--- src/rtl/sseg_scan_decoder.sv ---
// rtl/sseg_scan_decoder.sv - recovers hex digits from a multiplexed 4-digit seven-segment scan bus
// Define SSEG_SCAN_DECODER_DP_EN to capture and publish per-digit decimal points.
module sseg_scan_decoder #(
  parameter int SETTLE_CYC = 4
) (
  input  logic        clk,
  input  logic        reset,
  input  logic [7:0]  sseg,
  input  logic [3:0]  an,
  output logic [15:0] value,
  output logic [3:0]  dp,
  output logic [3:0]  blank,
  output logic        frame_valid,
  output logic        err
);

  localparam logic [7:0] SETTLE_N = 8'(SETTLE_CYC);

  typedef enum logic [1:0] {ST_IDLE, ST_SETTLE, ST_HOLD} state_t;

  state_t      r_state;
  logic [6:0]  r_seg;
  logic [3:0]  r_an;
  logic [3:0]  r_cur;
  logic [7:0]  r_cnt;
  logic [3:0]  r_seen;
  logic [15:0] r_sh_val;
  logic [3:0]  r_sh_blank;

  logic        w_onehot;
  logic [1:0]  w_idx;
  logic        w_reeval;
  logic        w_load;
  logic        w_sample;
  logic        w_bad_an;
  logic        w_publish;
  logic [3:0]  w_nib;
  logic        w_dec_blank;
  logic        w_dec_bad;

  always_comb begin
    w_onehot = 1'b1;
    w_idx    = 2'd0;
    case (r_an)
      4'b1110: w_idx = 2'd0;
      4'b1101: w_idx = 2'd1;
      4'b1011: w_idx = 2'd2;
      4'b0111: w_idx = 2'd3;
      default: w_onehot = 1'b0;
    endcase
  end

  always_comb begin
    w_nib       = 4'h0;
    w_dec_blank = 1'b0;
    w_dec_bad   = 1'b0;
    case (r_seg)
      7'h40: w_nib = 4'h0;
      7'h79: w_nib = 4'h1;
      7'h24: w_nib = 4'h2;
      7'h30: w_nib = 4'h3;
      7'h19: w_nib = 4'h4;
      7'h12: w_nib = 4'h5;
      7'h02: w_nib = 4'h6;
      7'h78: w_nib = 4'h7;
      7'h00: w_nib = 4'h8;
      7'h10: w_nib = 4'h9;
      7'h08: w_nib = 4'hA;
      7'h03: w_nib = 4'hB;
      7'h46: w_nib = 4'hC;
      7'h21: w_nib = 4'hD;
      7'h06: w_nib = 4'hE;
      7'h0E: w_nib = 4'hF;
      7'h7F: w_dec_blank = 1'b1;
      default: begin
        w_nib     = 4'hF;
        w_dec_bad = 1'b1;
      end
    endcase
  end

  // The load cycle is the first stable cycle, so the counter starts at 1 after loading.
  assign w_reeval  = (r_state == ST_IDLE) || (r_an != r_cur);
  assign w_load    = w_reeval && w_onehot;
  assign w_sample  = (w_load && (SETTLE_N == 8'd1)) ||
                     (!w_reeval && (r_state == ST_SETTLE) && ((r_cnt + 8'd1) == SETTLE_N));
  assign w_bad_an  = w_reeval && !w_onehot && (r_an != 4'hF);
  assign w_publish = (r_seen == 4'hF);

`ifdef SSEG_SCAN_DECODER_DP_EN
  logic       r_dp_in;
  logic [3:0] r_sh_dp;

  always_ff @(posedge clk or negedge reset) begin
    if (!reset) begin
      r_dp_in <= 1'b0;
      r_sh_dp <= 4'h0;
      dp      <= 4'h0;
    end else begin
      r_dp_in <= ~sseg[7];
      if (w_sample) r_sh_dp[w_idx] <= r_dp_in;
      if (w_publish) dp <= r_sh_dp;
    end
  end
`else
  logic w_unused_dp;
  assign w_unused_dp = sseg[7];
  assign dp          = 4'h0;
`endif

  always_ff @(posedge clk or negedge reset) begin
    if (!reset) begin
      r_state     <= ST_IDLE;
      r_seg       <= 7'h00;
      r_an        <= 4'hF;
      r_cur       <= 4'hF;
      r_cnt       <= 8'd0;
      r_seen      <= 4'h0;
      r_sh_val    <= 16'h0000;
      r_sh_blank  <= 4'h0;
      value       <= 16'h0000;
      blank       <= 4'h0;
      frame_valid <= 1'b0;
      err         <= 1'b0;
    end else begin
      r_seg       <= sseg[6:0];
      r_an        <= an;
      frame_valid <= w_publish;

      if (w_reeval) begin
        if (w_onehot) begin
          r_cur   <= r_an;
          r_cnt   <= 8'd1;
          r_state <= w_sample ? ST_HOLD : ST_SETTLE;
        end else begin
          r_state <= ST_IDLE;
          r_cnt   <= 8'd0;
        end
      end else if (r_state == ST_SETTLE) begin
        r_cnt <= r_cnt + 8'd1;
        if (w_sample) r_state <= ST_HOLD;
      end

      if (w_sample) begin
        r_sh_val[{w_idx, 2'b00} +: 4] <= w_nib;
        r_sh_blank[w_idx]             <= w_dec_blank;
      end

      // A sample landing on the publish cycle belongs to the next frame.
      r_seen <= (w_publish ? 4'h0 : r_seen) | (w_sample ? ~r_an : 4'h0);

      if (w_publish) begin
        value <= r_sh_val;
        blank <= r_sh_blank;
      end

      if (w_bad_an || (w_sample && w_dec_bad)) err <= 1'b1;
    end
  end

endmodule
--- config.mk ---
export PLATFORM = sky130hd
export DESIGN_NAME = sseg_scan_decoder
export DESIGN_NICKNAME = d
export VERILOG_FILES = /design/src/rtl/sseg_scan_decoder.sv
export SDC_FILE = /design/constraint.sdc
export NUM_CORES = 1
export LEC_CHECK = 0
export BUFFER_PORTS_ARGS = -buffer_cell sky130_fd_sc_hd__buf_2
export CAP_MARGIN = 25
export CORE_MARGIN = 4
export CORE_UTILIZATION = 40
export DETAILED_ROUTE_END_ITERATION = 8
export PLACE_DENSITY = 0.55
export RECOVER_POWER = 25
export SLEW_MARGIN = 20
export SYNTH_ARGS = -nofsm -noshare
export SYNTH_HDL_FRONTEND = slang
export SYNTH_SLANG_ARGS = --single-unit
--- constraint.sdc ---
create_clock -name clk -period 4.15 [get_ports clk]
set_input_delay 0.83 -clock clk [delete_from_list [all_inputs] [get_ports clk]]
set_output_delay 0.83 -clock clk [all_outputs]
set_load 0.01 [all_outputs]
==> out/qor.txt <==
Ports -> 40
P_int -> 974.6 uW
startpoint types -> flip-flop
first-pass GRT wire length -> 11640 um
post-CTS setup buffers -> 0
total grt overflow -> 0
DRC viols -> 0
DP HPWL -> 4552 um
Port Buf Inserts -> 34
Syn. warnings -> 0
largest net degree at the start of global routing -> 72
Fin. Hold Viols -> 0
Post-Synthesis Cells -> 346
H-tree levels -> 3
Seq cells post-synth -> 71
ANT cells -> 0
sequential fraction of the synthesis area -> 52.46%
synth top area cells -> dfrtp_1, nand2_1, dfstp_2, mux2_2, o21ai_0
clock tree buffer depth -> 2
Sw Ratio -> 26.98%
# resized after CTS -> 0
Clock Latency Late Sink -> 350 ps
post-route ant nets -> 0
Die X -> 100.3 um
Worst Max-Slew Pin Slew -> 1736 ps
worst-path maximum fanout -> 10
peak supply drop -> 0.0001774 V
Die Y -> 100.3 um
vias in the first global route -> 2460
CTS root buf -> clkbuf_8
Slew Viols, Final -> 72
Clock Sinks -> 71
Critical Path AT -> 2480 ps
initial core utilization -> 41.24%
Lkg Pwr -> 1.894 nW
Clock Skew -> 6.474 ps
hold crit path type -> flip-flop to flip-flop
Core Util, Final -> 46.12%
Critical Path Sink Type -> flip-flop
Max Cap Viol -> 1
CTS tree -> done
Core ar. -> 8258 um2
Vias/cell -> 5.183
RSZ-0062 raised after global routing -> no
ys flop type -> dfrtp_1
Post-CTS Hold Fix Bufs -> 0
area post-placement -> 3631 um2
area leader, netlist -> dfrtp_1
Psw -> 360.1 uW
fin crit period -> 2273 ps
Final setup viols -> 0
iteration-0 DRC count of the detailed router -> 146
Clock power frac -> 36.8%
setup TNS -> 0 ps
synthesis-to-layout area growth -> 11.83%
Slew headroom -> -15.71%
CTS buffer count -> 9
period utilization -> 54.76%
Pre-antenna DRT Iters -> 4
Site Rows -> 33
Required @ worst endpoint -> 4350 ps
PwrDens -> 350.4 nW/um2
Global Route Usage Sum -> 14.51%
fraction of registers with async set/reset -> 100.0%
die area -> 10060 um2
Yosys top cell area share -> 46.29%
initial antenna violation count -> 0
via count -> 2524
syn avg cell area -> 9.843 um2
post-synth cell types -> 48
violations in the final reports -> capacitance limit, slew limit
GPL Wtd Cong -> 0.8094
clock slew at reported path FFs -> 80 ps
# nets final -> 399
number of synthesized flops with an enable pin -> 0
share of cells above drive strength 1 -> 20.94%
crit path kind -> flip-flop to flip-flop
Peak Freq -> 440.0 MHz
design area -> 3809 um2
Comb pwr share -> 7.6%
Routed WL -> 6804 um
post-synthesis cell area -> 3406 um2
worst hold slack -> 465.5 ps
outcome -> complete, but fails checks
average wire per standard cell -> 13.97 um
Sequential Power Share -> 55.6%
state kept, by name, indices dropped and copies added, names as in the netlist:
name and flops:
blank 4, err 1, frame_valid 1, r_an 4
r_cnt 8, r_cur 4, r_seen 4, r_seg 7
r_sh_blank 4, r_sh_val 16, r_state 2, value 16
path summary, 6_finish.rpt:
path	from	end	slack, ps	cells past startpoint
min in group asynchronous	reset	value[7]	1030	2
min reg2reg	r_sh_blank[3]	blank[3]	470	2
max reg2reg	r_state[1]	r_sh_val[1]	1880	6
min	r_sh_blank[3]	blank[3]	470	2
max in group asynchronous	reset	r_sh_val[12]	2100	2
max	r_state[1]	r_sh_val[1]	1880	6
cell usage after synthesis (all sizes together) (4+ instances only):
master  number
mux2        13
nor2        17
inv          8
dfrtp       63
nor3        10
nand2       84
nand4       10
buf         14
clkbuf       6
o21ai       26
ha           8
a31oi        4
and3         6
nand3        8
o31ai        5
a21oi        5
dfstp        8
xor2        14
power groups by stage:
stage / sequential, mW / clock, mW / combinational, mW
final: 0.742 / 0.491 / 0.102
after global routing: 0.746 / 0.536 / 0.118
after CTS: 0.741 / 0.511 / 0.105
after detailed placement: 0.755 / 0 / 0.105
after global placement: 0.754 / 0 / 0.102
after floorplan: 0.741 / 0 / 0.0856
critical path, stage by stage, from the launching register on:
cell	delay [ps]
dfrtp_1	400
nor2b_1	500
o2111a_1	380
o2111ai_1	310
buf_4	290
o21ai_0	150
o21ai_0	110
metrics by stage:
stage          setup slack [ps]  cells  total power, mW
2_1_floorplan              2154    349           0.8268
3_3_place_gp               1806    470           0.8562
3_5_place_dp               1687    470           0.8597
4_1_cts                    1681    486            1.357
5_1_grt                    1688    487            1.400
6_report                   1877    487            1.335
final cells by class:
cell class	instances	area, um2
timing repair buffer	37	190.2
fill	813	4449
tap	105	131.4
inverter	8	30.03
multi-input combinational	250	1498
clock buffer	9	123.9
sequential	71	1787
clock inverter	7	48.80
cells by family (layout without fill, tap and decap cells):
group,after synthesis,in the layout,synth area share (%)
DFF,71,71,52.46
other,1,4,0.1101
AOI/OAI and AO/OA,56,56,10.73
muxes,14,14,4.592
adders and majority gates,9,9,3.233
xor gates and xnor gates,16,16,4.115
and+or+nand+nor,151,151,20.87
buffers and inverters,28,61,3.894
per-layer routing:
layer  share of wire (%)  track usage [%]  routed length (um)
met1                  48            20.26                3298
met2                  46            21.97                3145
met3                 4.1            2.849                 280
met4                 1.2            6.218                  79
met5                   0                0                   0
layout by cell type (no fill, tap or decap), types with 9 or more instances in the layout:
cell       n
nor2_1    17
dfrtp_1   63
nor3_1     9
clkbuf_8   9
nand2_1   84
xor2_1    14
nand4_1   10
o21ai_0   26
buf_2     34
mux2_2    13
No activity file was read; power rests on OpenSTA's default activity.
